### config.mk
export PLATFORM = sky130hd
export DESIGN_NAME = core_seq
export DESIGN_NICKNAME = d
export VERILOG_FILES = /design/src/rtl/core_seq_pkg.sv /design/src/rtl/seq_addr_gen.sv /design/src/rtl/core_seq.sv
export SDC_FILE = /design/constraint.sdc
export NUM_CORES = 1
export LEC_CHECK = 0
export CORE_ASPECT_RATIO = 0.75
export CORE_MARGIN = 3
export CORE_UTILIZATION = 56
export CTS_CLUSTER_DIAMETER = 150
export DETAILED_ROUTE_END_ITERATION = 8
export PLACE_DENSITY = 0.78
export SLEW_MARGIN = 10
export SYNTH_ARGS = -nofsm -noshare
export SYNTH_HDL_FRONTEND = slang
export SYNTH_SLANG_ARGS = --single-unit
### constraint.sdc
create_clock -name clk -period 3.7 [get_ports clk]
set_clock_uncertainty 0.15 [all_clocks]
set_input_delay 0.74 -clock clk [delete_from_list [all_inputs] [get_ports clk]]
set_output_delay 0.74 -clock clk [all_outputs]
set_load 0.02 [all_outputs]
### src/rtl/core_seq_pkg.sv
// Shared types and constants for the tile sequencer: FSM states, the bit positions
// of the 45-bit core instruction bus, and its idle (reset) value.
package core_seq_pkg;

  localparam int ADDR_W = 11;
  localparam int CNT_W  = 11;
  localparam int INST_W = 45;

  typedef enum logic [2:0] {
    IDLE,
    W_RD,
    W_LD,
    X_RD,
    DRAIN,
    DONE
  } state_t;

  localparam int INST_LOAD     = 0;
  localparam int INST_EXECUTE  = 1;
  localparam int INST_L0_WR    = 2;
  localparam int INST_L0_RD    = 3;
  localparam int INST_IFIFO_RD = 4;
  localparam int INST_IFIFO_WR = 5;
  localparam int INST_OFIFO_RD = 6;
  localparam int INST_A_XMEM   = 7;
  localparam int INST_WEN_XMEM = 18;
  localparam int INST_CEN_XMEM = 19;
  localparam int INST_WA_PMEM  = 20;
  localparam int INST_WEN_PMEM = 31;
  localparam int INST_CEN_PMEM = 32;
  localparam int INST_ACC      = 33;
  localparam int INST_RA_PMEM  = 34;

  // Both memories disabled, xmem write-enable held inactive, all strobes low.
  localparam logic [INST_W-1:0] INST_RESET =
    {11'd0, 1'b0, 1'b1, 1'b1, 11'd0, 1'b1, 1'b1, 11'd0, 7'd0};

endpackage

### src/rtl/seq_addr_gen.sv
// Base-plus-offset address generator: each step issues base + count as a registered
// access strobe, with a copy of the strobe delayed by one cycle for the read data.
module seq_addr_gen
  import core_seq_pkg::*;
(
  input  logic              clk,
  input  logic              reset,
  input  logic              clr,
  input  logic              step,
  input  logic [ADDR_W-1:0] base,
  output logic [CNT_W-1:0]  cnt,
  output logic [ADDR_W-1:0] addr,
  output logic              vld,
  output logic              vld_d
);

  always_ff @(posedge clk or negedge reset) begin
    if (!reset) begin
      cnt   <= '0;
      addr  <= '0;
      vld   <= 1'b0;
      vld_d <= 1'b0;
    end else begin
      vld   <= step;
      vld_d <= vld;
      if (clr) begin
        cnt <= '0;
      end else if (step) begin
        // Wraps silently modulo 2^ADDR_W.
        addr <= base + ADDR_W'(cnt);
        cnt  <= cnt + 1'b1;
      end
    end
  end

endmodule

### src/rtl/core_seq.sv
// Weight-stationary tile sequencer: loads weights through L0 into the PE array,
// streams activations, then drains OFIFO rows into psum SRAM and pulses done.
module core_seq
  import core_seq_pkg::*;
#(
  parameter int ROW      = 8,
  parameter int COL      = 8,
  parameter int DRAIN_TO = 1023
) (
  input  logic              clk,
  input  logic              reset,
  input  logic              start,
  input  logic [ADDR_W-1:0] w_base,
  input  logic [ADDR_W-1:0] x_base,
  input  logic [ADDR_W-1:0] p_base,
  input  logic [CNT_W-1:0]  num_x,
  input  logic              ofifo_valid,
  output logic [INST_W-1:0] inst,
  output logic              xw_mode,
  output logic [1:0]        pmem_mode,
  output logic              execution_mode,
  output logic              ififo_mode,
  output logic              relu_en,
  output logic              sfp_reset,
  output logic              busy,
  output logic              done,
  output logic              err
);

  localparam int TO_W = $clog2(DRAIN_TO + 1);
  localparam logic [CNT_W-1:0] ROW_C   = CNT_W'(ROW);
  localparam logic [CNT_W-1:0] LD_LEN  = CNT_W'(ROW + COL);
  localparam logic [CNT_W-1:0] LD_END  = CNT_W'(ROW + COL - 1);
  localparam logic [TO_W-1:0]  TO_LAST = TO_W'(DRAIN_TO - 1);

  state_t            state;
  logic [ADDR_W-1:0] w_base_reg, x_base_reg, p_base_reg;
  logic [CNT_W-1:0]  num_x_reg;
  logic [CNT_W-1:0]  phase_cnt;
  logic [CNT_W-1:0]  rd_cnt;
  logic [TO_W-1:0]   idle_cnt;
  logic              load_reg, l0_rd_reg, execute_reg, ofifo_rd_reg;
  logic              xw_mode_reg, sfp_reset_reg, busy_reg, done_reg, err_reg;

  logic [CNT_W-1:0]  x_cnt, p_cnt;
  logic [ADDR_W-1:0] x_addr, p_addr, x_base_sel;
  logic              x_vld, x_vld_d, p_vld, p_vld_d;
  logic              accept, x_step, x_clr, take;

  assign accept     = (state == IDLE) && start && (num_x != '0);
  assign x_step     = ((state == W_RD) && (x_cnt < ROW_C)) ||
                      ((state == X_RD) && (x_cnt < num_x_reg));
  assign x_clr      = accept || ((state == W_LD) && (phase_cnt == LD_LEN));
  assign x_base_sel = (state == W_RD) ? w_base_reg : x_base_reg;
  assign take       = (state == DRAIN) && ofifo_valid && (rd_cnt < num_x_reg);

  seq_addr_gen u_xmem_gen (
    .clk   (clk),
    .reset (reset),
    .clr   (x_clr),
    .step  (x_step),
    .base  (x_base_sel),
    .cnt   (x_cnt),
    .addr  (x_addr),
    .vld   (x_vld),
    .vld_d (x_vld_d)
  );

  // The psum write trails the OFIFO read by one cycle.
  seq_addr_gen u_pmem_gen (
    .clk   (clk),
    .reset (reset),
    .clr   (accept),
    .step  (ofifo_rd_reg),
    .base  (p_base_reg),
    .cnt   (p_cnt),
    .addr  (p_addr),
    .vld   (p_vld),
    .vld_d (p_vld_d)
  );

  always_ff @(posedge clk or negedge reset) begin
    if (!reset) begin
      state         <= IDLE;
      w_base_reg    <= '0;
      x_base_reg    <= '0;
      p_base_reg    <= '0;
      num_x_reg     <= '0;
      phase_cnt     <= '0;
      rd_cnt        <= '0;
      idle_cnt      <= '0;
      load_reg      <= 1'b0;
      l0_rd_reg     <= 1'b0;
      execute_reg   <= 1'b0;
      ofifo_rd_reg  <= 1'b0;
      xw_mode_reg   <= 1'b0;
      sfp_reset_reg <= 1'b1;
      busy_reg      <= 1'b0;
      done_reg      <= 1'b0;
      err_reg       <= 1'b0;
    end else begin
      done_reg     <= 1'b0;
      ofifo_rd_reg <= take;
      case (state)
        IDLE: begin
          if (start) begin
            if (num_x == '0) begin
              err_reg <= 1'b1;
            end else begin
              w_base_reg    <= w_base;
              x_base_reg    <= x_base;
              p_base_reg    <= p_base;
              num_x_reg     <= num_x;
              phase_cnt     <= '0;
              rd_cnt        <= '0;
              idle_cnt      <= '0;
              xw_mode_reg   <= 1'b1;
              sfp_reset_reg <= 1'b0;
              busy_reg      <= 1'b1;
              state         <= W_RD;
            end
          end
        end
        W_RD: begin
          // Leave once the last weight word has been written into L0.
          if ((x_cnt == ROW_C) && !x_vld && x_vld_d) begin
            load_reg  <= 1'b1;
            l0_rd_reg <= 1'b1;
            phase_cnt <= '0;
            state     <= W_LD;
          end
        end
        W_LD: begin
          phase_cnt <= phase_cnt + 1'b1;
          if (phase_cnt == LD_END) begin
            load_reg  <= 1'b0;
            l0_rd_reg <= 1'b0;
          end
          if (phase_cnt == LD_LEN) begin
            xw_mode_reg <= 1'b0;
            phase_cnt   <= '0;
            state       <= X_RD;
          end
        end
        X_RD: begin
          // Execute tracks the L0 writes, then runs ROW more cycles to flush the array.
          if (x_vld) begin
            execute_reg <= 1'b1;
            l0_rd_reg   <= 1'b1;
            phase_cnt   <= '0;
          end else if (execute_reg) begin
            if (phase_cnt == ROW_C) begin
              execute_reg <= 1'b0;
              l0_rd_reg   <= 1'b0;
              idle_cnt    <= '0;
              state       <= DRAIN;
            end else begin
              phase_cnt <= phase_cnt + 1'b1;
            end
          end
        end
        DRAIN: begin
          if (take) begin
            rd_cnt <= rd_cnt + 1'b1;
          end
          if (p_vld_d && (p_cnt == num_x_reg)) begin
            done_reg <= 1'b1;
            state    <= DONE;
          end else if (ofifo_valid) begin
            idle_cnt <= '0;
          end else if (idle_cnt == TO_LAST) begin
            err_reg       <= 1'b1;
            busy_reg      <= 1'b0;
            sfp_reset_reg <= 1'b1;
            state         <= IDLE;
          end else begin
            idle_cnt <= idle_cnt + 1'b1;
          end
        end
        DONE: begin
          busy_reg      <= 1'b0;
          sfp_reset_reg <= 1'b1;
          state         <= IDLE;
        end
        default: state <= IDLE;
      endcase
    end
  end

  always_comb begin
    inst                            = INST_RESET;
    inst[INST_CEN_PMEM]             = ~p_vld;
    inst[INST_WEN_PMEM]             = ~p_vld;
    inst[INST_WA_PMEM +: ADDR_W]    = p_addr;
    inst[INST_CEN_XMEM]             = ~x_vld;
    inst[INST_A_XMEM +: ADDR_W]     = x_addr;
    inst[INST_OFIFO_RD]             = ofifo_rd_reg;
    inst[INST_L0_RD]                = l0_rd_reg;
    inst[INST_L0_WR]                = x_vld_d;
    inst[INST_EXECUTE]              = execute_reg;
    inst[INST_LOAD]                 = load_reg;
  end

  assign xw_mode        = xw_mode_reg;
  assign pmem_mode      = 2'b00;
  assign execution_mode = 1'b0;
  assign ififo_mode     = 1'b0;
  assign relu_en        = 1'b0;
  assign sfp_reset      = sfp_reset_reg;
  assign busy           = busy_reg;
  assign done           = done_reg;
  assign err            = err_reg;

endmodule

### After elaboration in Yosys (flattened, before gate mapping)

Index checks and enable logic that the tools add are counted.

* logic and storage cells: 171
* input bits: 48
* register bits: 136
* output and inout port bits: 55

* mux-type cells: 64
* reduce and logical (&&, ||, !) cells: 37
* equality and inequality tests: 30
* order comparisons: 3
* bitwise gates (word level): 5
* add/subtract/negate cells: 7

Operators with widths (number)
* 2-to-1 mux 11 bit: 13
* 2-to-1 mux 10 bit: 8
* adder 11 x 1 -> 11 bit (second input constant): 4
* one-hot mux 11 bit (4 select lines): 1
* == test 11 x 4 -> 1 bit (second input constant): 3
* 2-to-1 mux 3 bit: 10
* one-hot mux 10 bit (3 select lines): 1
* 2-to-1 mux 1 bit: 23
* adder 11 bit: 2
* less-than comparator 11 bit: 2
* one-hot mux 11 bit (2 select lines): 1
* AND reduction 6 bit: 3
* one-hot mux 3 bit (5 select lines): 1
* inequality test 2 bit (second input constant): 7
* inequality test 2 x 1 -> 1 bit (second input constant): 6
* == test 11 bit: 1
* == test 11 x 5 -> 1 bit (second input constant): 1
* zero test 11 bit: 1
* less-than comparator 11 x 4 -> 1 bit (second input constant): 1
* nonzero test 11 bit: 1
* adder 10 x 1 -> 10 bit (second input constant): 1
* == test 10 bit (second input constant): 1
* logical AND 1 bit: 10
* nonzero test 2 bit: 5
* 20 further kinds: 39

### Logic depth before layout (Yosys ltp)

Gate-level depths: netlist of the first run.

* word-level depth: 6
* gate-level depth with buffers: 12

### Hierarchy

From an unflattened synthesis of the first run, not the netlist that was laid out.

* cell total of the unflattened synthesis: 878
* area total of the unflattened synthesis: 8110.3 um^2

Modules (own cells, without submodules)
* core_seq: instances 1, cells each 593, seq. area each 2203.4 um^2, area an instance 5332.6 um^2
* seq_addr_gen at u_pmem_gen: instances 1, cells each 148, seq. area each 600.6 um^2, area an instance 1428.9 um^2
* seq_addr_gen at u_xmem_gen: instances 1, cells each 137, seq. area each 600.6 um^2, area an instance 1348.8 um^2

### Least setup slack after synthesis of the first run

No wires, ideal clock.

* path type: flip-flop to flip-flop
* start point: register state[2]
* end point: register u_xmem_gen.addr[10]
* arrival time: 3.006 ns
* path buffers: 2
* cell stages (with the launch flop): 13
* path slack: 0.418 ns
* clock period less this slack: 3.282 ns
* path through: dfrtp_1 -> buf_4 -> nor3b_4 -> clkbuf_1 -> mux2_2 -> ha_1 -> fa_1 -> a21oi_1 -> o2111ai_1 -> a21o_1 -> o22ai_1 -> xnor2_1 -> a21oi_1

* longest elaborated chain between the ends: 6
* elaborated cells on any way between the ends: 15
* classes of those cells: add/sub: 1; eq/ne: 3; mux: 1; bitwise: 1; reduce/logical: 9

Ends and longest elaborated chain
* start: declaration: RTL line core_seq.sv:36 `state_t state;`
* start signal: assignment: RTL line core_seq.sv:84 `state <= IDLE;`
* start signal: assignment: RTL line core_seq.sv:120 `state <= W_RD;`
* start signal: assignment: RTL line core_seq.sv:130 `state <= W_LD;`
* parallel branches: the longest is 6 deep, another holds adder 11 bit
* end signal: assignment: RTL line seq_addr_gen.sv:30 `addr <= base + ADDR_W'(cnt);`
* end: declaration: RTL line seq_addr_gen.sv:12 `output logic [ADDR_W-1:0] addr,`

Parallel ways; which one is timed is not known.
A chain may end at the register's enable or synchronous reset.

### Worst setup path after layout of the first run

* start point: register state[1]
* end point: register u_xmem_gen.addr[9]

The elaborated chain is that of the path after synthesis.

==> results.yml, run 1 <==
floorplan:
  die_w_um: 143
  std_cell_rows: 36
  initial_core_util_pct: 59.0
  floorplan.core_area_um2: 13300
  die-height_um: 109
  design.die.area_um2: 15500
  floorplan.io_pins: 103
clock_tree:
  cts-root-to-sink-buffers: 2
  post_cts_resize_count: 0
  clockRootBuffer: "clkbuf_16"
  sink_count: 136
  cts_inserted_buffers: 17
  clock_tree_from_tritoncts: "yes"
  cts_setup_buffers: 0
  number_of_hold_buffers_added_after_cts: 0
  clock_insertion_delay_worst_skew_ns: 0.41
  clock_tree.htree_level_count: 4
  clkTransAtPathRegs_ns: 0.06
logic_synthesis:
  syn_area_um2: 7860
  synth_async_sr_flop_share_pct: 100
  gate_count_post_synth: 871
  number_of_synthesized_flops_with_an_enable_pin: 0
  yosysSeqAreaShare_pct: 43.3
  synth_top_cell_area_share_pct: 43.0
  library_cell_with_the_largest_summed_area_after_synthesis: "dfrtp_1"
  syn_area_per_cell_um2: 9.03
  post_synth_main_area_contributors: "dfrtp_1 43%, nand2_1 8.3%, ha_1 7.6%"
  ys_top_cells_by_count: "174 x nand2_1, 135 x dfrtp_1, 54 x o21ai_0, 48 x ha_1, 44 x nor2_1"
  post-synth-top-count-cell: "nand2_1"
  synth.yosys.warnings: 0
  synthFlopType: "dfrtp_1"
  post_synth_num_cell_types: 66
  synthesized_flop_and_latch_total: 136
worst_setup_path:
  critical_path.startpoint: "state[1]$_DFFE_PN0P_"
  critical_path.endpoint_type: "register"
  timing.critical_path.fanout_max: 14
  timing.reg2reg.setup_slack_ns: 0.36
  reg2reg_to: "u_xmem_gen.addr[9]$_DFFE_PN0P_"
  cp.required_ns: 3.89
  critical_path.endpoint: "u_xmem_gen.addr[9]$_DFFE_PN0P_"
  timing.critical_path.arrival_ns: 3.53
  critical_path_start_type: "register"
  r2r_cells: 9
  timing_worst_setup_path_type: "register to register"
  rr_startpoint: "state[1]$_DFFE_PN0P_"
finish:
  nets: 1044
  drive_gt1_share_pct: 7.31
  antennaDiodeCount: 0
  stdcell_count: 1128
  n_fill_cell: 1030
  syn_to_final_growth_pct: 18.4
sta:
  timing_worst_slew_pin_value_ns: 1.14
  slew-limit-headroom_pct: 23.6
  setup-violations-final: 0
  min_cycle_time_layout_ns: 3.34
  timing.setup.tns_ns: 0
  slew_viol_final: 0
  layout_worst_path_cycle_share_pct: 90.3
  max_clock_freq_mhz: 299
  final-hold-violation-count: 0
  unrepaired_setup_endpoints_after_global_routing: "no"
global_route:
  grtUsageTotal_pct: 24.8
  grt_start_max_net_pins: 78
  grt_first_pass_wirelength_um: 30800
  grt_pass1_vias: 6120
  gr-total-overflow: 0
  antenna_violations_before_repair: 0
hold_path:
  timing.hold.worst.class: "input port to asynchronous set/reset pin"
route:
  avgRoutedWirePerCell_um: 16.4
  dr_total_vias: 6488
  antenna_left: 0
  detail_route.wirelength_um: 18500
  drc: 0
  drtIter0Drc: 506
  first_pass_iters: 5
  route.detailed.vias_per_inst: 5.75
place:
  place.detailed.hpwl_um: 13500
  io_buffer_count: 82
  place_congestion: 0.935
  dp.cells: 1098
pwr:
  power_per_cell_area_nw_per_um2: 753
  post_layout_power_w: 0.00701
  p_leak_nw: 4.33
  ir_drop_worst_vdd_mv: 0.420
run:
  max_cap_violations: 0
run_status:
  outcome: "complete, no violations"
==> area by class of cell <==
class,count,area (um2),share of cell area [%]
clock buffers,19,453,4.87
flip-flops and latches,136,3400,36.6
repair buffers,95,920,9.88
clock inverters,11,103,1.10
multi-input cells,660,4080,43.8
well taps,171,214,2.30
inverters,36,135,1.45
==> layout by cell type, fill, tap and decap left out, types with 17 or more instances in the layout <==
cell type and instances:
clkdlybuf4s50_1 81, dfrtp_1 135, inv_1 36, conb_1 20, nand4_1 23, a21oi_1 28, clkbuf_16 17, nor2_1 43
nand3_1 33, o21ai_0 54, o21ai_1 19, xnor2_1 22, nand2_1 174, ha_1 48
==> report_power, final <==
part	switching (W)	internal [W]	total, W
clock	0.000649	0.000952	0.00160
combinational	0.00182	0.00126	0.00307
sequential	0.000403	0.00193	0.00234
==> cells by family (layout without fill, tap and decap cells) <==
kind of cell / count (synthesis) / count (layout) / share of synthesized area (%)
flip-flops: 136 / 136 / 43.3
buffers and inverters: 93 / 161 / 5.84
multiplexers: 24 / 24 / 3.31
AND/OR/NAND/NOR: 360 / 360 / 21.9
XOR/XNOR: 38 / 38 / 4.23
other: 2 / 20 / 0.0955
AO/OA/AOI/OAI: 168 / 168 / 13.2
adder cells (fa/ha/maj): 50 / 50 / 8.15
==> critical path, cell delays in order, from the launching register on <==
cell	delay [ns]
dfrtp_1	0.54
nor3b_4	0.40
buf_4	0.26
mux2_2	0.35
ha_1	0.38
nand3_1	0.10
o211ai_1	0.25
o41ai_1	0.15
or4bb_1	0.48
a41oi_1	0.20
==> through the flow <==
stage | area [um2] | utilization (%) | worst slack, ns | hold WS [ns]
after floorplan | 7930 | - | 0.418 | 0.204
after global placement | 8750 | 65.6 | 0.502 | 0.220
after detailed placement | 8750 | 65.6 | 0.421 | 0.212
final | 9310 | 69.8 | 0.358 | 0.199
after CTS | 9310 | 69.8 | 0.401 | 0.226
after global routing | 9310 | 69.8 | 0.149 | 0.251
==> routing by layer <==
layer	vias up	GRT usage (%)	wire length, um
met5	-	0	0
met4	0	4.75	167
met3	18	5.26	1300
met2	215	36.6	7930
met1	3104	38.1	9090
li1	3151	-	-
==> worst min path at each step <==
stage | start | slack (ns) | to | cells past startpoint
CTS | u_pmem_gen.vld$_DFF_PN0_ | 0.23 | u_pmem_gen.vld_d$_DFF_PN0_ | 0
global route | u_pmem_gen.vld$_DFF_PN0_ | 0.25 | u_pmem_gen.vld_d$_DFF_PN0_ | 0
finish | reset | 0.20 | u_pmem_gen.cnt[9]$_DFFE_PN0P_ | 1
global placement | u_pmem_gen.vld$_DFF_PN0_ | 0.22 | u_pmem_gen.vld_d$_DFF_PN0_ | 0
floorplan | u_pmem_gen.vld$_DFF_PN0_ | 0.20 | u_pmem_gen.vld_d$_DFF_PN0_ | 0
detailed placement | u_pmem_gen.vld$_DFF_PN0_ | 0.21 | u_pmem_gen.vld_d$_DFF_PN0_ | 0
Note: power is estimated with default switching activity, not from simulation.
==> run 2, diff against run 1 <==
--- a/config.mk
+++ b/config.mk
@@ -7,10 +7,12 @@
 export LEC_CHECK = 0
 export CORE_ASPECT_RATIO = 0.75
 export CORE_MARGIN = 3
-export CORE_UTILIZATION = 56
+export CORE_UTILIZATION = 58
+export CTS_BUF_LIST = sky130_fd_sc_hd__clkbuf_4 sky130_fd_sc_hd__clkbuf_8
 export CTS_CLUSTER_DIAMETER = 150
+export CTS_CLUSTER_SIZE = 28
 export DETAILED_ROUTE_END_ITERATION = 8
-export PLACE_DENSITY = 0.78
+export PLACE_DENSITY = 0.8
 export SLEW_MARGIN = 10
 export SYNTH_ARGS = -nofsm -noshare
 export SYNTH_HDL_FRONTEND = slang
==> constraint.sdc (replaced) <==
create_clock -name clk -period 3.7 [get_ports clk]
set_clock_uncertainty 0.15 [all_clocks]
set_input_delay 1.11 -clock clk [delete_from_list [all_inputs] [get_ports clk]]
set_output_delay 1.11 -clock clk [all_outputs]
set_load 0.02 [all_outputs]
==> results.yml, run 2 (synthesis results as in run 1) <==
run_status:
  outcome: "complete, no violations"
route:
  antenna_left: 0
  drtIter0Drc: 514
  drc: 0
  dr_total_vias: 6576
  avgRoutedWirePerCell_um: 16.0
  detail_route.wirelength_um: 18200
  route.detailed.vias_per_inst: 5.77
  first_pass_iters: 7
global_route:
  grtUsageTotal_pct: 25.1
  grt_first_pass_wirelength_um: 30600
  grt_start_max_net_pins: 92
  gr-total-overflow: 0
  top_usage_layer: "met1"
  grtUsageMet2_pct: 36.8
  antenna_violations_before_repair: 0
  grt_util_met3_pct: 5.75
  grt_pass1_vias: 6240
  grt.met1_usage_pct: 37.9
place:
  place.detailed.hpwl_um: 13400
  place_area_um2: 8870
  io_buffer_count: 82
  place_congestion: 0.852
pwr:
  p_sw_w: 0.00284
  power_frac_seq_pct: 34.1
  ir_drop_worst_vdd_mv: 0.471
  p_leak_nw: 4.31
  relative_contribution_of_combinational_cells_to_total_power_pct: 48.0
  share_clk_of_total_power_pct: 17.9
  power_per_cell_area_nw_per_um2: 726
  intPower_w: 0.00387
  netSwitchingFraction_pct: 42.3
finish:
  leading_cell_types_in_the_layout_fill_and_taps_excluded: "174 x nand2_1, 135 x dfrtp_1, 81 x clkdlybuf4s50_1"
  n_fill_cell: 989
  regArea_um2: 3400
  drive_gt1_share_pct: 8.37
  multi_input_area_um2: 4080
  final_design_instance_area_without_fill_um2: 9250
  antennaDiodeCount: 0
  layout.cells.most_common: "nand2_1"
  nets: 1053
  syn_to_final_growth_pct: 17.7
sta:
  timing_worst_slew_pin_value_ns: 1.09
  final-hold-violation-count: 0
  timing.setup.tns_ns: 0
  slew_viol_final: 0
  max_clock_freq_mhz: 301
  slew-limit-headroom_pct: 26.6
  layout_worst_path_cycle_share_pct: 89.8
  unrepaired_setup_endpoints_after_global_routing: "no"
  min_cycle_time_layout_ns: 3.32
  setup-violations-final: 0
clock_tree:
  number_of_hold_buffers_added_after_cts: 0
  clock_tree_from_tritoncts: "yes"
  clockRootBuffer: "clkbuf_8"
  cts-root-to-sink-buffers: 2
  clkTransAtPathRegs_ns: 0.09
  clock_tree.htree_level_count: 4
  post_cts_resize_count: 0
  cts_setup_buffers: 0
  cts_inserted_buffers: 17
  clock_insertion_delay_worst_skew_ns: 0.45
  sink_count: 136
floorplan:
  design.die.area_um2: 15000
  die-height_um: 107
  floorplan.core_area_um2: 13100
  initial_core_util_pct: 60.0
  die_w_um: 140
  std_cell_rows: 36
  floorplan.io_pins: 103
worst_setup_path:
  timing_worst_setup_path_type: "register to register"
  timing.critical_path.fanout_max: 11
  critical_path_start_type: "register"
  cp.required_ns: 3.86
  critical_path.endpoint_type: "register"
  timing.critical_path.arrival_ns: 3.49
run:
  max_cap_violations: 0
hold_path:
  timing.hold.worst.class: "register to register"
[run 2: cell count changes in the layout (fill, tap and decap cells not counted), sizes merged]
cell,previous run,this run
buf,14,23
inv,36,40
clkinv,7,5
[run 2: cell type report]
class	instances	area share (%)
multi-input cells	660	44.1
clock buffers	19	2.83
clock inverters	13	1.30
flip-flops and latches	136	36.8
inverters	36	1.46
repair buffers	104	11.2
well taps	171	2.31
[run 2: worst paths after layout]
| path | startpoint | end | slack, ns | depth (start not counted) |
|---|---|---|---|---|
| max | state[1]$_DFFE_PN0P_ | u_xmem_gen.addr[10]$_DFFE_PN0P_ | 0.38 | 10 |
| max in group asynchronous | reset | w_base_reg[4]$_DFFE_PN0P_ | 2.13 | 2 |
| min | u_pmem_gen.vld$_DFF_PN0_ | u_pmem_gen.vld_d$_DFF_PN0_ | 0.25 | 0 |
| max reg2reg | state[1]$_DFFE_PN0P_ | u_xmem_gen.addr[10]$_DFFE_PN0P_ | 0.38 | 10 |
| min in group asynchronous | reset | idle_cnt[5]$_DFFE_PN0P_ | 0.43 | 1 |
| min reg2reg | u_pmem_gen.vld$_DFF_PN0_ | u_pmem_gen.vld_d$_DFF_PN0_ | 0.25 | 0 |
[run 2: critical path: stages (launching register included)]
cell and delay [ns]:
dfrtp_1 0.41, nor3b_4 0.54, mux2_2 0.41, ha_1 0.21
fa_1 0.41, a21oi_1 0.20, o2111ai_1 0.20, a21o_1 0.24
o22ai_1 0.18, xnor2_1 0.15, a21oi_1 0.08
[run 2: stage by stage]
stage                     utilization, %  power, W  setup WS [ns]  instances  hold slack (ns)
final                               70.6   0.00672          0.377       1139            0.254
after detailed placement            67.7   0.00552          0.233       1107            0.222
after global routing                70.6   0.00722          0.240       1139            0.287
after CTS                           70.6   0.00674          0.394       1139            0.254
after floorplan                        -   0.00446          0.418        889            0.204
after global placement              67.7   0.00544          0.292       1107            0.212
[run 2: layer usage]
metal	part of all wire, %	up-vias
met4	1.1	0
met1	48	3171
met5	0	-
met3	7.1	25
li1	-	3167
met2	43	213
[run 2: power by group through the flow]
stage	Sequential [W]	Combinational [W]	Clock, W
5_1_grt	0.00234	0.00361	0.00128
3_3_place_gp	0.00229	0.00315	0
3_5_place_dp	0.00230	0.00322	0
4_1_cts	0.00228	0.00324	0.00122
6_report	0.00229	0.00323	0.00120
2_1_floorplan	0.00233	0.00213	0
==> run 3, diff against run 2 <==
--- a/config.mk
+++ b/config.mk
@@ -5,8 +5,9 @@
 export SDC_FILE = /design/constraint.sdc
 export NUM_CORES = 1
 export LEC_CHECK = 0
-export CORE_ASPECT_RATIO = 0.75
-export CORE_MARGIN = 3
+export ABC_CLOCK_PERIOD_IN_PS = 3700
+export CORE_ASPECT_RATIO = 1.4
+export CORE_MARGIN = 5
 export CORE_UTILIZATION = 58
 export CTS_BUF_LIST = sky130_fd_sc_hd__clkbuf_4 sky130_fd_sc_hd__clkbuf_8
 export CTS_CLUSTER_DIAMETER = 150
==> results.yml, run 3 (synthesis results as in run 1) <==
floorplan:
  die-height_um: 148
  std_cell_rows: 50
  floorplan.io_pins: 103
  die_w_um: 108
  initial_core_util_pct: 59.0
  design.die.area_um2: 16000
  floorplan.core_area_um2: 13300
sta:
  setup-violations-final: 0
  unrepaired_setup_endpoints_after_global_routing: "no"
  max_clock_freq_mhz: 315
  layout_worst_path_cycle_share_pct: 85.8
  timing_worst_slew_pin_value_ns: 1.11
  timing.setup.tns_ns: 0
  slew-limit-headroom_pct: 25.5
  slew_viol_final: 0
  final-hold-violation-count: 0
  min_cycle_time_layout_ns: 3.18
run_status:
  outcome: "complete, no violations"
hold_path:
  min_from: "u_pmem_gen.vld$_DFF_PN0_"
  timing.hold.worst.class: "register to register"
global_route:
  grtUsageTotal_pct: 24.0
  grt_pass1_vias: 6375
  grt_first_pass_wirelength_um: 30500
  gr-total-overflow: 0
  antenna_violations_before_repair: 0
  grt_start_max_net_pins: 78
worst_setup_path:
  cpLargestDelayFamily: "compound AO/OA/AOI/OAI gates"
  critical_path.endpoint_type: "register"
  max_stage_delay_ns: 0.55
  critical_path_start_type: "register"
  cp_slowest_cell: "o41ai_1"
  rr_startpoint: "state[1]$_DFFE_PN0P_"
  cp.required_ns: 3.89
  timing.critical_path.fanout_max: 6
  timing.critical_path.buf_inv: 1
  critical_path.startpoint: "state[1]$_DFFE_PN0P_"
  crit_chain: "nor3b_4 -> buf_4 -> mux2_2 -> ha_1 -> nand3_1 -> o211ai_1 -> o41ai_1 -> xnor2_1 -> mux2_1"
  timing.critical_path.arrival_ns: 3.36
  timing_worst_setup_path_type: "register to register"
finish:
  antennaDiodeCount: 0
  drive_gt1_share_pct: 7.89
  nets: 1048
  layout.cells.most_common: "nand2_1"
  syn_to_final_growth_pct: 17.8
  leading_cell_types_in_the_layout_fill_and_taps_excluded: "174 x nand2_1, 135 x dfrtp_1, 81 x clkdlybuf4s50_1"
  final_design_instance_area_without_fill_um2: 9260
  n_fill_cell: 1066
route:
  first_pass_iters: 5
  antenna_left: 0
  avgRoutedWirePerCell_um: 16.0
  dr_total_vias: 6488
  detail_route.wirelength_um: 18400
  drtIter0Drc: 370
  drc: 0
  route.detailed.vias_per_inst: 5.67
place:
  place_area_um2: 8810
  place.detailed.hpwl_um: 13600
  place_congestion: 0.887
  io_buffer_count: 82
clock_tree:
  cts-root-to-sink-buffers: 2
  cts_inserted_buffers: 17
  number_of_hold_buffers_added_after_cts: 0
  clock_insertion_delay_worst_skew_ns: 0.44
  clkTransAtPathRegs_ns: 0.08
  sink_count: 136
  clock_tree.htree_level_count: 4
  clockRootBuffer: "clkbuf_8"
  cts_setup_buffers: 0
  clock_tree_from_tritoncts: "yes"
  post_cts_resize_count: 0
run:
  max_cap_violations: 0
pwr:
  p_leak_nw: 4.31
  power_per_cell_area_nw_per_um2: 734
  ir_drop_worst_vdd_mv: 0.464
-- run 3: cell count changes in the layout (fill, tap and decap cells not counted) --
cell | previous run | this run
clkinv_4 | 2 | 0
clkbuf_8 | 19 | 23
inv_6 | 4 | 0
bufinv_16 | 1 | 3
clkinv_2 | 3 | 0
clkbuf_4 | 0 | 3
buf_12 | 4 | 1
buf_4 | 18 | 16
-- run 3: path summary, 6_finish.rpt --
path	endpoint	slack, ns	cells after the start
min in group asynchronous	u_pmem_gen.addr[8]$_DFFE_PN0P_	0.52	1
max	u_xmem_gen.addr[7]$_DFFE_PN0P_	0.52	9
min reg2reg	u_pmem_gen.vld_d$_DFF_PN0_	0.26	0
max reg2reg	u_xmem_gen.addr[7]$_DFFE_PN0P_	0.52	9
max in group asynchronous	sfp_reset$_DFFE_PN1P_	2.01	2
min	u_pmem_gen.vld_d$_DFF_PN0_	0.26	0
-- run 3: layout make-up --
type                            instances  area [um2]  share of cell area [%]
Clock inverter                          6         113                    1.22
Inverter                               36         135                    1.46
Timing Repair Buffer                   99         962                    10.4
Clock buffer                           26         339                    3.66
Sequential cell                       136        3400                    36.8
Tap cell                              182         228                    2.46
Multi-Input combinational cell        660        4080                    44.0
-- run 3: routing by layer --
layer  GRT usage [%]  up-vias  routed length [um]
li1                -     3147                   -
met1            28.6     3090                7330
met3            4.37       55                 883
met5               0        -                   0
met2            41.4      196                9410
met4            11.3        0                 741
-- run 3: worst reg2reg max path, delay by kind of cell (launching register included) --
family	cells	cell delay [ns]
buffers and inverters	1	0.21
flip-flops	1	0.41
multiplexers	2	0.65
AO/OA/AOI/OAI	2	0.66
AND/OR/NAND/NOR	2	0.50
XOR/XNOR	1	0.13
adder cells (fa/ha/maj)	1	0.36
-- run 3: power breakdown --
group          switching [W]  internal [W]
clock               0.000567      0.000799
combinational        0.00183       0.00131
sequential          0.000362       0.00193
total                0.00276       0.00404
-- run 3: through the flow --
stage	util (%)	std cells	hold slack [ns]	power, W	setup WS (ns)
3_3_place_gp	66.1	1113	0.229	0.00535	0.292
6_report	69.5	1145	0.256	0.00679	0.524
4_1_cts	69.5	1145	0.254	0.00683	0.491
2_1_floorplan	-	889	0.204	0.00446	0.418
5_1_grt	69.5	1145	0.272	0.00731	0.386
3_5_place_dp	66.1	1113	0.229	0.00543	0.263
